==> src/rtl/ga_crossover_unit_if.sv <==
// Valid/ready bundle around the crossover stage: parents and per-transaction controls in, children out.
interface ga_crossover_unit_if #(
  parameter int GENE_W = 32
) ();
  logic [1:0]        mode;
  logic [7:0]        co_prob;
  logic              bias;
  logic              in_valid;
  logic              in_ready;
  logic [GENE_W-1:0] parent0;
  logic [GENE_W-1:0] parent1;
  logic              out_valid;
  logic              out_ready;
  logic [GENE_W-1:0] child0;
  logic [GENE_W-1:0] child1;

  modport master (
    output mode, co_prob, bias, in_valid, parent0, parent1, out_ready,
    input  in_ready, out_valid, child0, child1
  );

  modport slave (
    input  mode, co_prob, bias, in_valid, parent0, parent1, out_ready,
    output in_ready, out_valid, child0, child1
  );
endinterface

==> src/rtl/ga_crossover_unit.sv <==
// Crossover stage of the GA datapath: builds a per-segment swap mask from per-segment LFSRs and
// emits two complementary children through a single registered valid/ready stage.
module ga_crossover_unit #(
  parameter int          GENE_W = 32,
  parameter int          SEG_W  = 8,
  parameter logic [15:0] SEED   = 16'hACE1
) (
  input  logic               clk,
  input  logic               rst,
  input  logic               seed_load,
  input  logic [15:0]        seed_in,
  output logic [15:0]        xover_count,
  ga_crossover_unit_if.slave bus
);
  localparam int NSEG = GENE_W / SEG_W;
  localparam int LG   = $clog2(NSEG);

  typedef enum logic [0:0] {
    ST_EMPTY = 1'b0,
    ST_FULL  = 1'b1
  } state_t;

  state_t            state_r;
  state_t            state_nxt_s;
  logic [15:0]       lfsr_r [NSEG];
  logic [NSEG-1:0]   mask_s;
  logic [LG-1:0]     cut0_s;
  logic [LG-1:0]     cut1_s;
  logic [LG-1:0]     lo_s;
  logic [LG-1:0]     hi_s;
  logic              hit2_s;
  logic              accept_s;
  logic              in_ready_s;
  logic [GENE_W-1:0] src_a_s;
  logic [GENE_W-1:0] src_b_s;
  logic [GENE_W-1:0] nxt0_s;
  logic [GENE_W-1:0] nxt1_s;
  logic [GENE_W-1:0] child0_r;
  logic [GENE_W-1:0] child1_r;
  logic [15:0]       xover_count_r;

  // Fibonacci LFSR, taps 16,14,13,11, shifting toward the LSB.
  function automatic logic [15:0] lfsr_step(input logic [15:0] cur);
    return {cur[0] ^ cur[2] ^ cur[3] ^ cur[5], cur[15:1]};
  endfunction

  // Each segment gets a decorrelated seed; the all-zero lock-up state is never loaded.
  function automatic logic [15:0] seed_of(input logic [15:0] base, input int idx);
    logic [15:0] s;
    s = base ^ (16'(idx) * 16'h1F35);
    if (s == 16'h0000) begin
      s = 16'h0001;
    end else begin
      s = s;
    end
    return s;
  endfunction

  function automatic logic hit(input logic [7:0] x, input logic [7:0] thr);
    return (x < thr) || (thr == 8'hFF);
  endfunction

  assign in_ready_s = (state_r == ST_EMPTY) || bus.out_ready;
  assign accept_s   = bus.in_valid && in_ready_s;

  assign bus.in_ready  = in_ready_s;
  assign bus.out_valid = (state_r == ST_FULL);
  assign bus.child0    = child0_r;
  assign bus.child1    = child1_r;
  assign xover_count   = xover_count_r;

  // Swap mask from the current (pre-advance) LFSR outputs and the live transaction controls.
  always_comb begin
    mask_s = '0;
    cut0_s = lfsr_r[0][LG-1:0];
    cut1_s = lfsr_r[1][LG-1:0];
    lo_s   = (cut0_s < cut1_s) ? cut0_s : cut1_s;
    hi_s   = (cut0_s < cut1_s) ? cut1_s : cut0_s;
    hit2_s = hit(lfsr_r[2][7:0], bus.co_prob);
    case (bus.mode)
      2'd0: begin
        for (int i = 0; i < NSEG; i++) begin
          mask_s[i] = hit(lfsr_r[i][7:0], bus.co_prob);
        end
      end
      2'd1: begin
        for (int i = 0; i < NSEG; i++) begin
          mask_s[i] = hit2_s && (LG'(i) >= cut0_s);
        end
      end
      2'd2: begin
        for (int i = 0; i < NSEG; i++) begin
          mask_s[i] = hit2_s && (LG'(i) >= lo_s) && (LG'(i) < hi_s);
        end
      end
      default: begin
        mask_s = '0;
      end
    endcase
  end

  // Segment steering; child1 always takes whatever child0 did not.
  always_comb begin
    src_a_s = bus.bias ? bus.parent1 : bus.parent0;
    src_b_s = bus.bias ? bus.parent0 : bus.parent1;
    nxt0_s  = '0;
    nxt1_s  = '0;
    for (int i = 0; i < NSEG; i++) begin
      nxt0_s[i*SEG_W +: SEG_W] = mask_s[i] ? src_b_s[i*SEG_W +: SEG_W] : src_a_s[i*SEG_W +: SEG_W];
      nxt1_s[i*SEG_W +: SEG_W] = mask_s[i] ? src_a_s[i*SEG_W +: SEG_W] : src_b_s[i*SEG_W +: SEG_W];
    end
  end

  // Output-slot occupancy: refilled on accept, drained when downstream takes it with nothing new.
  always_comb begin
    state_nxt_s = state_r;
    case (state_r)
      ST_EMPTY: begin
        if (accept_s) begin
          state_nxt_s = ST_FULL;
        end else begin
          state_nxt_s = ST_EMPTY;
        end
      end
      ST_FULL: begin
        if (accept_s) begin
          state_nxt_s = ST_FULL;
        end else if (bus.out_ready) begin
          state_nxt_s = ST_EMPTY;
        end else begin
          state_nxt_s = ST_FULL;
        end
      end
      default: begin
        state_nxt_s = ST_EMPTY;
      end
    endcase
  end

  // Occupancy state register.
  always_ff @(posedge clk) begin
    if (rst) begin
      state_r <= ST_EMPTY;
    end else begin
      state_r <= state_nxt_s;
    end
  end

  // LFSR bank: a reseed wins over the accept-driven advance in the same cycle.
  always_ff @(posedge clk) begin
    if (rst) begin
      for (int i = 0; i < NSEG; i++) begin
        lfsr_r[i] <= seed_of(SEED, i);
      end
    end else if (seed_load) begin
      for (int i = 0; i < NSEG; i++) begin
        lfsr_r[i] <= seed_of(seed_in, i);
      end
    end else if (accept_s) begin
      for (int i = 0; i < NSEG; i++) begin
        lfsr_r[i] <= lfsr_step(lfsr_r[i]);
      end
    end else begin
      for (int i = 0; i < NSEG; i++) begin
        lfsr_r[i] <= lfsr_r[i];
      end
    end
  end

  // Child registers and saturating crossover-event counter, updated only on accept.
  always_ff @(posedge clk) begin
    if (rst) begin
      child0_r      <= '0;
      child1_r      <= '0;
      xover_count_r <= 16'h0000;
    end else if (accept_s) begin
      child0_r <= nxt0_s;
      child1_r <= nxt1_s;
      if ((mask_s != '0) && (xover_count_r != 16'hFFFF)) begin
        xover_count_r <= xover_count_r + 16'h0001;
      end else begin
        xover_count_r <= xover_count_r;
      end
    end else begin
      child0_r      <= child0_r;
      child1_r      <= child1_r;
      xover_count_r <= xover_count_r;
    end
  end
endmodule

==> src/flat_wrapper.sv <==
// flat-port wrapper written by rule: the top's interface ports become plain ports
module ga_crossover_unit_flat 
#(
  parameter int          GENE_W = 32,
  parameter int          SEG_W  = 8,
  parameter logic [15:0] SEED   = 16'hACE1
)
  (clk, rst, seed_load, seed_in, xover_count, bus_mode, bus_co_prob, bus_bias, bus_in_valid, bus_parent0, bus_parent1, bus_out_ready, bus_in_ready, bus_out_valid, bus_child0, bus_child1);
  ga_crossover_unit_if #(.GENE_W(GENE_W)) bus_i ();
  input  logic clk;
  input  logic rst;
  input  logic seed_load;
  input  logic [15:0] seed_in;
  output logic [15:0] xover_count;
  input wire logic [$bits(bus_i.mode)-1:0] bus_mode;
  input wire logic [$bits(bus_i.co_prob)-1:0] bus_co_prob;
  input wire logic [$bits(bus_i.bias)-1:0] bus_bias;
  input wire logic [$bits(bus_i.in_valid)-1:0] bus_in_valid;
  input wire logic [$bits(bus_i.parent0)-1:0] bus_parent0;
  input wire logic [$bits(bus_i.parent1)-1:0] bus_parent1;
  input wire logic [$bits(bus_i.out_ready)-1:0] bus_out_ready;
  output wire logic [$bits(bus_i.in_ready)-1:0] bus_in_ready;
  output wire logic [$bits(bus_i.out_valid)-1:0] bus_out_valid;
  output wire logic [$bits(bus_i.child0)-1:0] bus_child0;
  output wire logic [$bits(bus_i.child1)-1:0] bus_child1;
  assign bus_i.mode = bus_mode;
  assign bus_i.co_prob = bus_co_prob;
  assign bus_i.bias = bus_bias;
  assign bus_i.in_valid = bus_in_valid;
  assign bus_i.parent0 = bus_parent0;
  assign bus_i.parent1 = bus_parent1;
  assign bus_i.out_ready = bus_out_ready;
  assign bus_in_ready = bus_i.in_ready;
  assign bus_out_valid = bus_i.out_valid;
  assign bus_child0 = bus_i.child0;
  assign bus_child1 = bus_i.child1;
  ga_crossover_unit #(.GENE_W(GENE_W), .SEG_W(SEG_W), .SEED(SEED)) u_core (.clk(clk), .rst(rst), .seed_load(seed_load), .seed_in(seed_in), .xover_count(xover_count), .bus(bus_i));
endmodule
==> config.mk <==
export PLATFORM = sky130hd
export DESIGN_NAME = ga_crossover_unit_flat
export DESIGN_NICKNAME = d
export VERILOG_FILES = /design/src/rtl/ga_crossover_unit_if.sv /design/src/rtl/ga_crossover_unit.sv /design/src/flat_wrapper.sv
export SDC_FILE = /design/constraint.sdc
export NUM_CORES = 1
export LEC_CHECK = 0
export BUFFER_PORTS_ARGS = -buffer_cell sky130_fd_sc_hd__buf_2
export CAP_MARGIN = 5
export CORE_MARGIN = 3
export CORE_UTILIZATION = 28
export CTS_CLUSTER_SIZE = 28
export DETAILED_ROUTE_END_ITERATION = 6
export MAX_ROUTING_LAYER = met4
export PLACE_DENSITY_LB_ADDON = 0.15
export SLEW_MARGIN = 10
export SYNTH_ARGS = -nofsm -noshare
export SYNTH_HDL_FRONTEND = slang
export SYNTH_SLANG_ARGS = --single-unit
export TNS_END_PERCENT = 5
==> constraint.sdc <==
create_clock -name clk -period 3.6 [get_ports clk]
set_clock_uncertainty 0.2 [all_clocks]
set_input_delay 1.08 -clock clk [delete_from_list [all_inputs] [get_ports clk]]
set_output_delay 1.08 -clock clk [all_outputs]
set_load 0.005 [all_outputs]
**Word-level counts from Yosys, hierarchy flattened**

Memories as Yosys holds them, arrays and structs flattened.
Cells that the tools add are included.

- $add $sub $neg: 1
- Magnitude comparators: 17
- Equal/unequal tests: 4
- Multiplexer cells: 57
- Bitwise logic cells: 28
- Reductions and logical operators: 26

Operators with widths:

| cell | number |
|---|---|
| two-way mux 16 bit | 28 |
| logical NOT 16 bit | 4 |
| two-way mux 32 bit | 2 |
| two-way mux 8 bit | 8 |
| < comparator 8 bit | 4 |
| inverter 9 bit | 2 |
| adder 16 x 1 -> 16 bit (second input constant) | 1 |
| inequality test 16 bit (second input constant) | 1 |
| two-way mux 1 bit | 15 |
| logical AND 1 bit | 14 |
| OR 1 bit | 12 |
| case mux 4 bit (3 select lines) | 1 |
| bitwise XOR 1 bit | 12 |
| inverter 11 bit | 1 |
| equality test 8 bit (second input constant) | 1 |
| >= comparator 1 x 2 -> 1 bit (first input constant) | 4 |
| >= comparator 2 bit (first input constant) | 4 |
| logical OR 1 bit | 5 |
| < comparator 1 x 2 -> 1 bit (first input constant) | 2 |
| < comparator 2 bit (first input constant) | 2 |
| two-way mux 2 bit | 2 |
| nonzero test 4 bit | 1 |
| equality test 2 x 1 -> 1 bit (second input constant) | 1 |
| equality test 2 bit (second input constant) | 1 |
| 5 further kinds | 5 |

- Flip-flop bits (word level): 81
- Bits in writable memories: 64
- Bits of input ports: 96
- Output and inout port bits: 82
- Logic and storage cells: 138
- Memories kept: 1

Memory list:

| memory | words | width | rd ports | clocked after memory_dff | wr ports | RTL line | source |
|---|---|---|---|---|---|---|---|
| u_core.lfsr_r | 4 | 16 | 4 | 0 | 4 | ga_crossover_unit.sv:25 | `logic [15:0] lfsr_r [NSEG];` |

**Longest topological paths before layout**

- Depth in word-level cells: 9
- Mapped depth: 11
- Mapped depth without buffers: 10

**Least setup slack after synthesis**

Ideal clock, no wire load.

- Kind: input-to-reg
- Start point: input bus_co_prob[6]
- End point: register u_core.child0_r[22], in the netlist u_core.bus.child0[22]
- Setup time: 137 ps
- Data arrival time: 3,062 ps
- Data required time: 3,263 ps
- Setup slack: 201 ps
- Stages: 11
- Path buffers: 1
- Cell sequence: inv_1 > ha_1 > a21o_1 > a21oi_1 > o211ai_1 > nand2_1 > nand2_1 > xor2_2 > buf_4 > mux2i_1 > a211oi_1

- Cells in the longest elaborated chain, start to end: 6
- Elaborated cells between the ends (all ways): 8
- Those cells by class: 1 x order compare; 1 x eq/ne; 2 x mux; 4 x reduce/logical

RTL lines:

| item | RTL line | source |
|---|---|---|
| start, declared | flat_wrapper.sv:16 | `input wire logic [$bits(bus_i.co_prob)-1:0] bus_co_prob;` |
| < comparator 8 bit or equality test 8 bit (tied branches) | ga_crossover_unit.sv:60 | `return (x < thr) \|\| (thr == 8'hFF);` |
| logical OR 1 bit * | ga_crossover_unit.sv:60 |  |
| logical AND 1 bit (2 in a row) | ga_crossover_unit.sv:93 | `mask_s[i] = hit2_s && (LG'(i) >= lo_s) && (LG'(i) < hi_s);` |
| case mux 4 bit (3 select lines) * | ga_crossover_unit.sv:80 | `case (bus.mode)` |
| two-way mux 8 bit * | ga_crossover_unit.sv:109 | `nxt0_s[i*SEG_W +: SEG_W] = mask_s[i] ? src_b_s[i*SEG_W +: SEG_W] : src_a_s[i*SEG_W +: SEG_W];` |
| end signal, assigned | ga_crossover_unit.sv:177 | `child0_r <= nxt0_s;` |
| end signal, assigned | ga_crossover_unit.sv:185 | `child0_r <= child0_r;` |
| end, declared | ga_crossover_unit.sv:38 | `logic [GENE_W-1:0] child0_r;` |

Every way passes the cells marked *; elsewhere a longest branch is shown, timed or not.
A chain may end at the register's enable or synchronous reset.

**Final worst setup path**

- Start point: input bus_co_prob[6]
- End point: register u_core.child1_r[25], in the netlist u_core.bus.child1[25]

- Cells in the longest elaborated chain, start to end: 6
- Elaborated cells between the ends (all ways): 10
- Those cells by class: 2 x order compare; 1 x eq/ne; 2 x mux; 5 x reduce/logical

RTL lines:

| item | RTL line | source |
|---|---|---|
| < comparator 8 bit or equality test 8 bit (tied branches) | ga_crossover_unit.sv:60 |  |
| logical OR 1 bit | ga_crossover_unit.sv:60 |  |
| logical AND 1 bit (2 in a row) | ga_crossover_unit.sv:93 |  |
| case mux 4 bit (3 select lines) * | ga_crossover_unit.sv:80 |  |
| two-way mux 8 bit * | ga_crossover_unit.sv:110 | `nxt1_s[i*SEG_W +: SEG_W] = mask_s[i] ? src_a_s[i*SEG_W +: SEG_W] : src_b_s[i*SEG_W +: SEG_W];` |
| end signal, assigned | ga_crossover_unit.sv:178 | `child1_r <= nxt1_s;` |
| end signal, assigned | ga_crossover_unit.sv:186 | `child1_r <= child1_r;` |
| end, declared | ga_crossover_unit.sv:39 | `logic [GENE_W-1:0] child1_r;` |

Marks and branches as above.

==> impl_results.md <==
- Fin crit share: 0.9240
- Final WS setup: 0.2735 ns
- CP dominant cell by count: a21oi_1
- Hold WC Path Type: reg2reg
- CTS buffer count: 17
- P_leak: 0.004061 uW
- Clk buf depth: 2
- Setup WS pre-CTS: -0.1701 ns
- Fin. Hold Viols: 0
- CP Capture Type: flop
- GRT Residual Overflow: 0
- Clock-pin slew on the worst setup and hold paths: about 0.070 ns
- CTS tree: yes
- Core ar.: 0.02718 sq mm
- First DRT Iteration DRCs: ~360
- EDFF count, synth: 64
- # fillers: 2883
- Root buf cell: clkbuf_16
- Initial core utilization: 0.2879
- Inst Count DP: between 1k and 1.5k
- Routed length per placed instance: 16.97 um
- Area of the die: 0.02998 sq mm
- Met2 WL: 10800 um
- Synthesized area: 0.007824 sq mm
- First-pass DRT Iterations: 5
- First-pass GRT wire length: ~37000 um
- Tightest Pin Transition: 0.5784 ns
- Die W: 173.2 um
- Ys Warns: 0
- Crit-path cells: buf_2 > inv_1 > ha_1 > a21o_1 > a21oi_1 > o2111ai_1 > a21oi_1 > a21oi_1 > buf_4 > xnor2_4 > buf_12 > nor3_1 > a2111oi_0
- Max Cap Violations: 0
- Pins over their slew limit: 0
- Cells after Synth: 800
- # H-tree levels: 4
- Top FF cell, synth: dfxtp_1
- Post-synth ARST share: 0
- Sink Count: between 100 and 150
- Rows: 60
- Largest stage delay, worst path: 0.38 ns
- CP max stage cell: a2111oi_0
- Final ANT Viol Nets: 0
- R2R cell count: 11
- Pwr dens: ~480 mW/mm^2
- Sum Neg Setup Slack: 0 ns
- Critical path class: in2reg
- Number of global-route vias before repair: 6540
- Cell Count, Final, Fillers Out: about 1.4k
- CP Launch Type: primary input
- Clk Latency, worst-skew pair: 0.41 ns
- Placer congestion estimate: 0.7848
- Slew margin rel.: 0.6144
- Pin count of the biggest net entering global routing: 94
- Metal3 WL: 852 um
- WP data required: 3.70 ns
- Commonest non-fill, non-tap cell in the layout: buf_2
- Peak VDD IR: 265.9 uV
- NumNets Final: 1109
- Area grow syn2layout: 27.84%
- Die H: ~170 um
- Synth cell types: 57
- PortBufs: 177
- Synth Area per Inst: 9.780 sq um
- Max Clk Rate: 300.6 MHz
- Final setup fails: 0
- I/O Pins: between 150 and 200
- DRC viols: 0
- DR vias: 6660
- Total GRT Usage: 0.1589
- Hold path depth: 2
- Dpl hpwl: around 17000 um
- Synthesized net count: between 900 and 1k
- Min cycle time layout: 3.326 ns
- Crit path DAT: 3.43 ns
- Most frequent cells in the layout: buf_2 (176), nor2_1 (145), dfxtp_1 (81)
- Sequential area share after synthesis: 0.4529
- Max FO, Critical Path: 31
- Total Wirelength: roughly 23000 um
- Outcome: finished clean
- RSZ-0062 raised after global routing: false
- Hold_ws: between 0.2 and 0.3 ns
- M1 wire length: 11190 um
- Top Layer Used: met4
- Drt via density: 4.865
- Initial antenna violation count: 2
- Ratio of cells with drive above 1 in the final layout: 0.3139
- FF+latch count, synth: 145
## routing by layer
metal  track usage  vias to the layer above
met4       0.04696                        0
met2        0.2453                      146
li1              -                     3341
met3       0.02789                       22
met1        0.2140                     3151
met5             -                        -
## timing repair
| item | in CTS | in global routing |
|---|---|---|
| resized for setup | 0 | 1 |
| hold endpoints to repair | 0 | 0 |
| endpoints found under the setup margin | 0 | 1 |
| buffers inserted | 0 | 0 |
| hold buffers | 0 | 0 |
## cells by family after synthesis
group,share of synthesized area
adder cells (fa/ha/maj),0.05117
AO/OA/AOI/OAI,0.1983
buffers and inverters,0.04094
multiplexers,0.03838
AND/OR/NAND/NOR,0.1965
XOR/XNOR,0.02175
flip-flops,0.4529
## layout make-up
class / instances / area [sq um] / share of cell area
diodes: 3 / 7.507 / 0.0007506
clock buffers: 18 / 429.2 / 0.04291
clock inverters: 14 / 166.4 / 0.01664
inverters: 16 / 60.06 / 0.006004
multi-input cells: 580 / 4011 / 0.4011
flip-flops and latches: 145 / 3543 / 0.3543
well taps: 372 / 465.4 / 0.04653
repair buffers: 221 / 1319 / 0.1318
## path summary, 6_finish.rpt
path	start	to	slack, ns
hold / removal	u_core.bus.child0[16]	u_core.bus.child0[16]	0.29
setup reg to reg	u_core.lfsr_r[0][38]	u_core.bus.child1[25]	0.63
setup / recovery	bus_co_prob[6]	u_core.bus.child1[25]	0.27
hold reg to reg	u_core.bus.child0[16]	u_core.bus.child0[16]	0.29
## synthesized netlist by cell type, types with 14 or more instances
master     count  area [sq um]
a2111oi_2     45         675.7
a211oi_1      17         127.6
a21oi_1       34         170.2
a22o_1        15         131.4
clkbuf_1      41         153.9
dfxtp_1       81          1622
edfxtp_1      64          1922
ha_1          32         400.4
inv_1         15         56.30
mux2i_1       21         210.2
nand2_1       34         127.6
nand2b_1      14         87.58
nand3_1       14         70.07
nor2_1       145         544.3
nor3_1        61         305.3
o21ai_0       32         160.2
## critical path: cells and delay by family
| kind | cells | cell delay [ns] |
|---|---|---|
| AO/OA/AOI/OAI | 6 | 1.30 |
| XOR/XNOR | 1 | 0.15 |
| adder cells (fa/ha/maj) | 1 | 0.31 |
| buffers and inverters | 4 | 0.53 |
| AND/OR/NAND/NOR | 1 | 0.06 |
## report_power, final
| group | internal [uW] | switching, uW | total, uW | leakage (uW) |
|---|---|---|---|---|
| clock | 1050 | 780 | 1830 | 0.000283 |
| combinational | 451 | 545 | 996 | 0.00247 |
| sequential | 1860 | 79.7 | 1940 | 0.00131 |
| total | 3360 | 1400 | 4770 | 0.00406 |
## flip-flops by register name, indices dropped and copies added (netlist names)
name / count
u_core.lfsr_r: 64
u_core.xover_count: 16
u_core.bus.child1: 32
u_core.bus.out_valid: 1
u_core.bus.child0: 32
## stage by stage
step           utilization  power [uW]  instance area (sq um)
3_5_place_dp        0.3458        2986                   9398
5_1_grt             0.3680        5014                  10000
4_1_cts             0.3677        4835                   9993
2_1_floorplan            -        2553                   7824
6_report            0.3680        4767                  10000
3_3_place_gp        0.3458        2982                   9398
Note: power is estimated with default switching activity, not from simulation.
